$ cat src/rtl/lau_pkg.sv
// Shared types and sizing helpers for the sequential arithmetic units.
package lau_pkg;

  typedef enum logic {SMALL, FAST} speed_e;

  typedef enum logic [1:0] {IDLE, BUSY, DONE} sqr_state_e;

  function automatic int sqr_iter(input int width, input int digit);
    return width / digit;
  endfunction

  function automatic int sqr_cnt_w(input int width, input int digit);
    return $clog2(sqr_iter(width, digit) + 1);
  endfunction

endpackage

$ cat src/rtl/sqr_seq_hs_step.sv
// Generic adder (speed selects carry structure) and one shift-add step of the squarer:
// sum = Ahi + M*D, combinational, width+digit+1 bits.
module Add
  import lau_pkg::*;
#(
  parameter int     width = 8,
  parameter speed_e speed = FAST
) (
  input  logic [width-1:0] a,
  input  logic [width-1:0] b,
  output logic [width-1:0] s
);

  generate
    if (speed == FAST) begin : g_fast
      assign s = a + b;
    end else begin : g_small
      logic c;
      always_comb begin
        s = '0;
        c = 1'b0;
        for (int i = 0; i < width; i++) begin
          s[i] = a[i] ^ b[i] ^ c;
          c    = (a[i] & b[i]) | (c & (a[i] ^ b[i]));
        end
      end
    end
  endgenerate

endmodule

module sqr_seq_step
  import lau_pkg::*;
#(
  parameter int     width = 16,
  parameter int     digit = 2,
  parameter speed_e speed = FAST
) (
  input  logic [width-1:0] M,
  input  logic [digit-1:0] D,
  input  logic [width-1:0] Ahi,
  output logic [width+digit:0] sum
);

  logic [width+digit-1:0] prod;

  assign prod = {{digit{1'b0}}, M} * {{width{1'b0}}, D};

  Add #(.width(width + digit + 1), .speed(speed)) u_add (
    .a({{(digit + 1){1'b0}}, Ahi}),
    .b({1'b0, prod}),
    .s(sum)
  );

endmodule

$ cat src/rtl/sqr_seq_hs.sv
// Multi-cycle squarer P = X*X, digit multiplier bits per cycle, unsigned or two's-complement X.
// Result after width/digit cycles; DONE holds P until OutReady, a new operand may enter on that edge.
module sqr_seq_hs
  import lau_pkg::*;
#(
  parameter int     width = 16,
  parameter int     digit = 2,
  parameter speed_e speed = FAST
) (
  input  logic                 CLK,
  input  logic                 RST,
  input  logic                 TC,
  input  logic                 InValid,
  output logic                 InReady,
  input  logic [width-1:0]     X,
  output logic                 OutValid,
  input  logic                 OutReady,
  output logic [2*width-1:0]   P
);

  localparam int n  = sqr_iter(width, digit);
  localparam int cw = sqr_cnt_w(width, digit);
  localparam logic [cw-1:0] last = cw'(n - 1);

  generate
    if ((width % digit) != 0 || (width % 2) != 0 || width < 4) begin : g_bad_param
      $error("sqr_seq_hs: width must be even, >= 4 and a multiple of digit");
    end
  endgenerate

  sqr_state_e             state;
  logic [width-1:0]       m;
  logic [width-1:0]       q;
  logic [2*width-1:0]     a;
  logic [cw-1:0]          cnt;
  logic [width-1:0]       abs_x;
  logic [width+digit:0]   sum;
  logic [2*width+digit:0] a_cat;
  logic [2*width-1:0]     a_nxt;
  logic                   accept;

  // -2^(width-1) negates to itself, which read as unsigned is the correct magnitude.
  assign abs_x = (TC && X[width-1]) ? -X : X;

  sqr_seq_step #(.width(width), .digit(digit), .speed(speed)) u_step (
    .M(m),
    .D(q[digit-1:0]),
    .Ahi(a[2*width-1:width]),
    .sum(sum)
  );

  // The step carry is always zero (A stays below 2^(2*width)), so truncation loses nothing.
  assign a_cat = {sum, a[width-1:0]};
  assign a_nxt = (2*width)'(a_cat >> digit);

  assign InReady = (state == IDLE) || ((state == DONE) && OutReady);
  assign accept  = InValid && InReady;

  always_ff @(posedge CLK or posedge RST) begin
    if (RST) begin
      state    <= IDLE;
      OutValid <= 1'b0;
      P        <= '0;
      m        <= '0;
      q        <= '0;
      a        <= '0;
      cnt      <= '0;
    end else begin
      case (state)
        IDLE: begin
          if (accept) begin
            m     <= abs_x;
            q     <= abs_x;
            a     <= '0;
            cnt   <= '0;
            state <= BUSY;
          end
        end
        BUSY: begin
          a   <= a_nxt;
          q   <= q >> digit;
          cnt <= cnt + cw'(1);
          if (cnt == last) begin
            P        <= a_nxt;
            OutValid <= 1'b1;
            state    <= DONE;
          end
        end
        DONE: begin
          if (OutReady) begin
            OutValid <= 1'b0;
            if (accept) begin
              m     <= abs_x;
              q     <= abs_x;
              a     <= '0;
              cnt   <= '0;
              state <= BUSY;
            end else begin
              state <= IDLE;
            end
          end
        end
        default: begin
          OutValid <= 1'b0;
          state    <= IDLE;
        end
      endcase
    end
  end

endmodule

$ cat config.mk
export PLATFORM = sky130hd
export DESIGN_NAME = sqr_seq_hs
export DESIGN_NICKNAME = d
export VERILOG_FILES = /design/src/rtl/lau_pkg.sv /design/src/rtl/sqr_seq_hs_step.sv /design/src/rtl/sqr_seq_hs.sv
export SDC_FILE = /design/constraint.sdc
export NUM_CORES = 1
export LEC_CHECK = 0
export CAP_MARGIN = 15
export CORE_MARGIN = 2
export CORE_UTILIZATION = 55
export DETAILED_ROUTE_END_ITERATION = 8
export PLACE_DENSITY = 0.83
export SKIP_LAST_GASP = 1
export SLEW_MARGIN = 20
export SYNTH_ARGS = -nofsm -noshare
export SYNTH_HDL_FRONTEND = slang
export SYNTH_SLANG_ARGS = --single-unit
$ cat constraint.sdc
create_clock -name CLK -period 7.1 [get_ports CLK]
set_clock_uncertainty 0.15 [all_clocks]
set_input_delay 1.42 -clock CLK [delete_from_list [all_inputs] [get_ports CLK]]
set_output_delay 1.42 -clock CLK [all_outputs]
set_load 0.02 [all_outputs]
==> results.md <==
* CTS tree: yes
* Mapped Area at between 5000 and 6000 µm²
* Mean Syn Cell Area at between 9 and 10 µm²
* Count leader, synth: nand2_1
* Post-route DRC at 0
* Simple-gate area share of the yosys netlist at 17.6%
* Synth cell types at 49
* Root buffer cell: clkbuf_8
* Post-Synth Adder-Cell Area at between 10% and 20%
* Startpoint Class: input pin
* Detail Route Antenna Nets at 0
* Synth area leader: dfrtp_1
* Setup Crit Path Kind: input pin to output port
* P_leak at 3.09 nW
* Count of warnings emitted by yosys at 0
* Post-synthesis mux area share at 0.612%
* Dpl hpwl at 8290 µm
* Final setup vio count at 0
* CP Capture Type: output port
* Vias in the first global route at slightly above 4,000
* Fillers at 790
* Synth Instances at 586
* Placement-stage cell area at between 6000 and 7000 µm²
* Metal2 WL at 5480 µm
* Layout net count at 685
* Clock insertion delay at the later pin of the skew report at 0.38 ns
* Port buffer count at 54
* EDFF count, synth at 0
* Routed wire per std cell at around 15 µm
* Register area at 2530 µm²
* Max IR drop VDD at 313 µV
* Max Used Layer: met4
* Chip Width at 104 µm
* # rows at 36
* Post-CTS sizing at 0
* GR Util All Layers at 22.1%
* Share of layout cells above drive strength 1 at between 5 and 6%
* Total gr overflow at 0
* Sequential cell area fraction in the yosys report at 45.8%
* Fmax at 226 MHz
* R2r setup slk at 3.49 ns
* Met3 wire length at between 500 and 600 µm
* Synth Area in Compound Gates at 16.9%
* Worst slack at placement at 2.66 ns
* Post-Synthesis Net Count at 642
* Maxcap violations at 0
* Maximum root-to-sink buffer count at 2
* Setup ws final at 2.67 ns
* Io pins at 55
* Fin Hold WS at ~0.32 ns
* Final Critical Period at 4.43 ns
* Tightest Pin Transition at 0.795 ns
* H-tree levels at 3
* Hold Fails Final Rpt at 0
* Core area at between 9000 and 10,000 µm²
* Total CTS buffers at 9
* Initial antenna violation count at 0
* Combinational family with the most area after synthesis: simple AND/OR/NAND/NOR gates
* Yosys top cell area share at approximately 46%
* Multi-input gate area in the final layout at approximately 2700 µm²
* Die ar. at 10,800 µm²
* Post-synth top cells: 141 x nand2_1, 101 x dfrtp_1, 45 x inv_1
* Final period util at 62.4%
* Clock tree sinks at 101
* Synth Register Bits at 101
* Starting Density at 56.5%
* Via Count at 4,260
* RSZ-0062 raised after global routing: false
* Setup_tns at 0 ns
* Xor/xnor share of the synthesized area at 3.63%
* Area delta synth->final at 15.1%
* Die H at 104 µm
* Status: finished, final reports clean
* Ant diodes at 0
* Post-Route WL at 11,600 µm
* Post-CTS setup buffers at 0
* Synth Flop Type: dfrtp_1
* Drt first-iter violations at 317
* Min-delay worst type: flop to flop
* Met1 WL at 5330 µm
* Routability cong. at 0.860
* Main area contributors after synthesis: dfrtp_1 46%, nand2_1 9.6%, fa_1 5.8%, ha_1 4.3%, a21o_1 3.3%
* Required time worst endpoint at 5.53 ns
* Async S/R FF share, synth at 100%
* Largest net degree at the start of global routing at 54
* Post-route cell area at 6350 µm²
* First-pass GRT wire length at 19,500 µm
* Worst EP arrival at roughly 2.9 ns
* Crit path max fanout at 3
* Via/cell ratio at 5.55
* Hold-fix buffers, CTS at 0
* Max_slew headroom at 47.0%
* DR pass1 iterations at 6
* PD cells at ~480 nW/µm²
* Final Max Tran Viols at 0
* Clock slew at reported path FFs at 0.11 ns
## stage by stage
step | power, mW | utilization [%] | cells
2_1_floorplan | 2.21 | - | 586
3_3_place_gp | 2.62 | 63.0 | 751
3_5_place_dp | 2.71 | 63.0 | 751
4_1_cts | 3.07 | 64.9 | 767
5_1_grt | 3.32 | 65.0 | 767
6_report | 3.07 | 65.0 | 767
## layout make-up
type | instances | area share [%]
clock inverter | 5 | 0.808
sequential | 101 | 39.8
timing repair buffer | 60 | 9.22
inverter | 45 | 2.70
tap | 133 | 2.62
clock buffer | 11 | 2.23
multi-input combinational | 412 | 42.6
## where the power goes
part / internal (mW) / total [mW] / switching (mW)
logic: 0.713 / 1.69 / 0.973
registers: 0.833 / 1.03 / 0.195
clock network: 0.145 / 0.356 / 0.211
## critical path: stages
cell	delay, ns
clkdlybuf4s50_1	0.47
nand2b_1	0.12
nor2b_1	0.21
clkdlybuf4s50_1	0.64
## cells in the final DEF, fill, tap and decap left out, types with 2 or more instances in the layout
cell type	synthesis	routed
nor3_2	2	2
mux2_2	3	3
xor2_1	7	7
fa_1	16	16
inv_6	0	3
o21ai_0	28	28
o31ai_1	5	5
a31o_1	3	3
ha_1	19	19
clkdlybuf4s50_1	0	54
a21o_1	24	24
nor2_1	27	26
a211oi_1	3	3
o21a_1	3	3
clkbuf_8	1	10
nand4b_1	2	2
a221o_1	14	14
buf_4	1	6
nand2_1	141	141
nand3_1	15	15
or3_1	3	3
inv_1	45	44
o21ai_1	13	13
a31oi_1	5	5
nor3_1	2	2
xnor2_1	14	14
a22o_1	5	5
a211o_1	2	2
o21bai_1	2	2
a21oi_1	18	18
nand4_1	3	3
nor2b_1	6	5
nand2b_1	2	2
dfrtp_1	101	101
and2_1	11	11
a32o_1	2	2
## sequential cells by signal, summed over array words and instances, names as in the netlist
name and flops:
OutValid 1, m 16, a 30, state 2
q 16, P 32, cnt 4
## path summary, 6_finish.rpt
| kind | startpoint | end | cells past startpoint |
|---|---|---|---|
| worst max-delay path | OutReady | InReady | 4 |
| worst min-delay path | a[3] | P[1] | 2 |
| worst max register to register | q[1] | P[25] | 11 |
| worst min register to register | a[3] | P[1] | 2 |
| max in group asynchronous | RST | q[7] | 3 |
| min in group asynchronous | RST | P[5] | 2 |
## kinds of logic after synthesis
kind of cell,Yosys count
buf+inv,73
simple gates,218
mux,3
compound gates,134
flops,101
xor+xnor,22
fa+ha+maj,35
## metal layers
| metal | up-vias | GRT usage, % |
|---|---|---|
| met5 | - | 0 |
| met2 | 147 | 36.1 |
| met1 | 2029 | 31.2 |
| met4 | 0 | 7.82 |
| met3 | 22 | 1.82 |
| li1 | 2062 | - |
Note: power is estimated with default switching activity, not from simulation.
